--- src/rtl/key_step_ctrl.sv ---
// Step/run key controller: turns debounced key levels into a CPU clock enable,
// with single-step pulses, hold-to-repeat and a free-run toggle.
module key_step_ctrl #(
    parameter int HOLD_CYCLES   = 50_000_000,
    parameter int REPEAT_CYCLES = 10_000_000,
    parameter int CNT_BITS      = 26
) (
    input  logic        clk,
    input  logic        rst,
    input  logic        step_key,
    input  logic        run_key,
    output logic        cpu_en,
    output logic        step_pulse,
    output logic        run_mode,
    output logic [15:0] step_count
);

    typedef enum logic [1:0] {
        IDLE   = 2'd0,
        HELD   = 2'd1,
        REPEAT = 2'd2
    } state_t;

    localparam logic [CNT_BITS-1:0] HOLD_LAST   = CNT_BITS'(HOLD_CYCLES - 1);
    localparam logic [CNT_BITS-1:0] REPEAT_LAST = CNT_BITS'(REPEAT_CYCLES - 1);

    state_t              state_reg;
    logic [CNT_BITS-1:0] cnt_reg;
    logic                step_d_reg;
    logic                run_d_reg;
    logic                run_mode_reg;
    logic                step_pulse_reg;
    logic [15:0]         step_count_reg;

    logic rise_s;
    logic rise_r;
    logic fire_next;

    // A run edge wins over everything; in run mode no step pulses are issued.
    always_comb begin
        rise_s    = step_key & ~step_d_reg;
        rise_r    = run_key & ~run_d_reg;
        fire_next = 1'b0;
        if (!rise_r && !run_mode_reg) begin
            case (state_reg)
                IDLE:    fire_next = rise_s;
                HELD:    fire_next = step_key && (cnt_reg == HOLD_LAST);
                REPEAT:  fire_next = step_key && (cnt_reg == REPEAT_LAST);
                default: fire_next = 1'b0;
            endcase
        end
    end

    always_ff @(posedge clk) begin
        if (rst) begin
            state_reg      <= IDLE;
            cnt_reg        <= '0;
            step_d_reg     <= 1'b1;
            run_d_reg      <= 1'b1;
            run_mode_reg   <= 1'b0;
            step_pulse_reg <= 1'b0;
            step_count_reg <= '0;
        end else begin
            step_d_reg     <= step_key;
            run_d_reg      <= run_key;
            step_pulse_reg <= fire_next;
            step_count_reg <= step_count_reg + {15'd0, fire_next};

            if (rise_r) begin
                run_mode_reg <= ~run_mode_reg;
                state_reg    <= IDLE;
                cnt_reg      <= '0;
            end else if (run_mode_reg) begin
                state_reg <= IDLE;
                cnt_reg   <= '0;
            end else begin
                case (state_reg)
                    IDLE: begin
                        if (rise_s) begin
                            cnt_reg   <= '0;
                            state_reg <= HELD;
                        end
                    end
                    HELD: begin
                        if (!step_key) begin
                            cnt_reg   <= '0;
                            state_reg <= IDLE;
                        end else if (cnt_reg == HOLD_LAST) begin
                            cnt_reg   <= '0;
                            state_reg <= REPEAT;
                        end else begin
                            cnt_reg <= cnt_reg + CNT_BITS'(1);
                        end
                    end
                    REPEAT: begin
                        if (!step_key) begin
                            state_reg <= IDLE;
                        end else if (cnt_reg == REPEAT_LAST) begin
                            cnt_reg <= '0;
                        end else begin
                            cnt_reg <= cnt_reg + CNT_BITS'(1);
                        end
                    end
                    default: begin
                        cnt_reg   <= '0;
                        state_reg <= IDLE;
                    end
                endcase
            end
        end
    end

    assign cpu_en     = run_mode_reg | step_pulse_reg;
    assign step_pulse = step_pulse_reg;
    assign run_mode   = run_mode_reg;
    assign step_count = step_count_reg;

endmodule

--- config.mk ---
export PLATFORM = sky130hd
export DESIGN_NAME = key_step_ctrl
export DESIGN_NICKNAME = d
export VERILOG_FILES = /design/src/rtl/key_step_ctrl.sv
export SDC_FILE = /design/constraint.sdc
export NUM_CORES = 1
export LEC_CHECK = 0
export BUFFER_PORTS_ARGS = -buffer_cell sky130_fd_sc_hd__buf_2
export CORE_UTILIZATION = 40
export DETAILED_ROUTE_END_ITERATION = 16
export GPL_TIMING_DRIVEN = 0
export SYNTH_ARGS = -nofsm -noshare
export SYNTH_HDL_FRONTEND = slang
export SYNTH_SLANG_ARGS = --single-unit
--- constraint.sdc ---
create_clock -name clk -period 3.8 [get_ports clk]
set_clock_uncertainty 0.2 [all_clocks]
set_input_delay 0.95 -clock clk [delete_from_list [all_inputs] [get_ports clk]]
set_output_delay 0.95 -clock clk [all_outputs]
set_load 0.03 [all_outputs]
==> results by group <==
Synth
  – Synthesized net count: 289
  – Synth Flop Type: dfxtp_1
  – Cell variety after synth: 46
  – Sequential fraction of the synthesis area: 39.1%
  – Yosys top cell by area: dfxtp_1
  – Seq cells post-synth: 48
  – Syn avg cell area: 8.83 um2
  – Synth area leaders: dfxtp_1 39%, xor2_1 9.3%, nor2_1 6.1%
  – Mapped cell area: 2450 um2
  – Yosys warns: 0
  – Post-Synthesis Cells: 278
  – Number of flops mapped to enable cells by yosys: 0
  – Yosys top cell area share: 39.1%
  – Ys async rst share: 0%

Pwr
  – Pwr Density: 338 nW/um2
  – Overall Power: 942 uW
  – Max IR drop VDD: 0.300 mV
  – Leak: 0.00104 uW

Layout
  – Filler cells: 610
  – Commonest non-fill, non-tap cell in the layout: dfxtp_1
  – Number of flip-flops in the largest register: 26
  – Footprint of the multi-input gates: 1420 um2
  – Antenna cells: 0
  – Synthesis-to-layout area growth: 13.5%
  – Layout cells sized above 1: 15.1%
  – Final Util: 47.1%
  – Register area: 961 um2
  – Final cell count without fillers: 386
  – Most frequent cells in the layout: 48 x dfxtp_1, 40 x nor2_1, 26 x xor2_1
  – Layout net count: 321

Timing
  – Pins Over Slew Limit: 0
  – Hold WS: 0.309 ns
  – RSZ-0062 raised after global routing: false
  – Max Freq: 282 MHz
  – Shortest period the worst path allows: 3.54 ns
  – Final Hold Vio Count: 0
  – Number of setup violations in the final report: 0
  – Slew @ Worst Pin: 1.23 ns
  – Tcrit/Tclk final: 93.2%
  – Max-slew headroom: 17.1%
  – Setup tns final: 0 ns

Global routing
  – Vias in the first global route: 1887
  – First-pass GRT wire length: 8.67 mm
  – Most used routing layer: met2
  – Largest net degree at the start of global routing: 15
  – GRT Overall Usage: 17.3%
  – M3 GR Usage: 3.75%
  – GR Overflow Total: 0
  – Initial antenna violation count: 0
  – Met1 usage: 21.9%
  – GRT met2 Usage: 28.9%

Setup path
  – Crit path launch type: flip-flop
  – R2r setup slk: 0.26 ns
  – Crit path DAT: 3.53 ns
  – CP endpoint kind: flip-flop
  – Kind of critical path: flip-flop to flip-flop
  – Worst Path Max Fanout: 8
  – Worst reg2reg path depth: 13
  – CP required: 3.79 ns

Min path
  – Hold Crit Class: flip-flop to flip-flop
  – Worst Hold Depth: 2

Drt
  – Wire per inst: 13.6 um
  – DRT antenna net count: 0
  – Vias per cell: 5.35
  – Drt drc: 0
  – Iter 0 DRT Violations: 93
  – Via count: 2064
  – Pre-Repair DR Iteration Count: 4
  – WL final: 5.26 mm

Floorplan
  – Starting density of the core: 41.5%
  – Die area: 6450 um2
  – Ports: 23
  – Chip Height: 80.3 um
  – # rows: 28
  – Core area: 5920 um2
  – Chip width: 80.3 um

Clocking
  – CTS tree: done
  – Clock latency on the worst-skew pair: 0.30 ns
  – Setup bufs post-CTS: 0
  – Clock Tree Buf Depth: 2
  – CTS buffer count: 5
  – Clock root buffer: clkbuf_8
  – Post-CTS Resized: 0
  – Cts hold-fix bufs: 0
  – Clock sink count: 48
  – Clk pin slew, worst setup/hold paths: 0.09 ns
  – H-tree level count: 2

Run
  – Maxcap violations: 0

Placement
  – Global placer's final weighted congestion: 0.911
  – Dpl hpwl: 3.76 mm
  – Cells after DPL: 376
  – # port buffers: 22

Outcome
  – Run status: completed
path summary, 6_finish.rpt:
path | start | end
worst max register to register | cnt_reg[8] | step_count[12]
worst min-delay path | cnt_reg[1] | cnt_reg[1]
worst min register to register | cnt_reg[1] | cnt_reg[1]
worst max-delay path | cnt_reg[8] | step_count[12]
worst max-delay path, stage by stage (launching register included):
cell and delay (ns):
dfxtp_1 0.30, clkbuf_1 0.20, or4b_1 0.56, nor4_4 0.34, and4_1 0.26, o21ai_2 0.09, a211oi_1 0.28, ha_1 0.27
ha_1 0.22, and3_1 0.16, clkbuf_1 0.22, nand4_1 0.14, xor2_1 0.14, nor2_1 0.05
cell usage after synthesis (all sizes together), types with 5 or more instances:
library cell / n
inv: 6
nand4: 16
nor2b: 5
xor2: 26
xnor2: 8
o2111ai: 5
ha: 7
a21oi: 7
and4: 7
dfxtp: 48
nor4: 6
nand3: 19
nand2: 23
clkbuf: 8
nor2: 40
metal layers:
layer	routed length (um)	part of all wire [%]
met4	32	0.61
met5	0	0
met2	2430	46
met3	239	4.5
met1	2550	49
per-stage QoR:
| stage | instance area (um2) | setup slack, ns |
|---|---|---|
| final | 2790 | 0.259 |
| after global routing | 2790 | 0.00495 |
| after CTS | 2770 | 0.161 |
| after detailed placement | 2660 | 0.164 |
| after global placement | 2660 | 0.198 |
| after floorplan | 2450 | 0.582 |
kinds of logic after synthesis:
group                      count (synthesis)  share of synthesized area, %
xor gates and xnor gates                  34                          12.1
and+or+nand+nor                          143                          31.7
AOI/OAI and AO/OA                         30                          10.4
buffers and inverters                     16                          3.06
DFF                                       48                          39.1
adders and majority gates                  7                          3.57
area by class of cell:
class / count / share of cell area, %
Tap cell: 75 / 3.37
Clock inverter: 2 / 1.26
Buffer: 10 / 1.89
Sequential cell: 48 / 34.5
Inverter: 6 / 0.808
Multi-Input combinational cell: 214 / 51.0
Clock buffer: 6 / 2.60
Timing Repair Buffer: 25 / 4.63
where the power goes:
part	internal, uW	switching, uW
Combinational	22.0	45.1
Clock	196	170
Sequential	506	2.83
(Power assumes the default switching activity.)
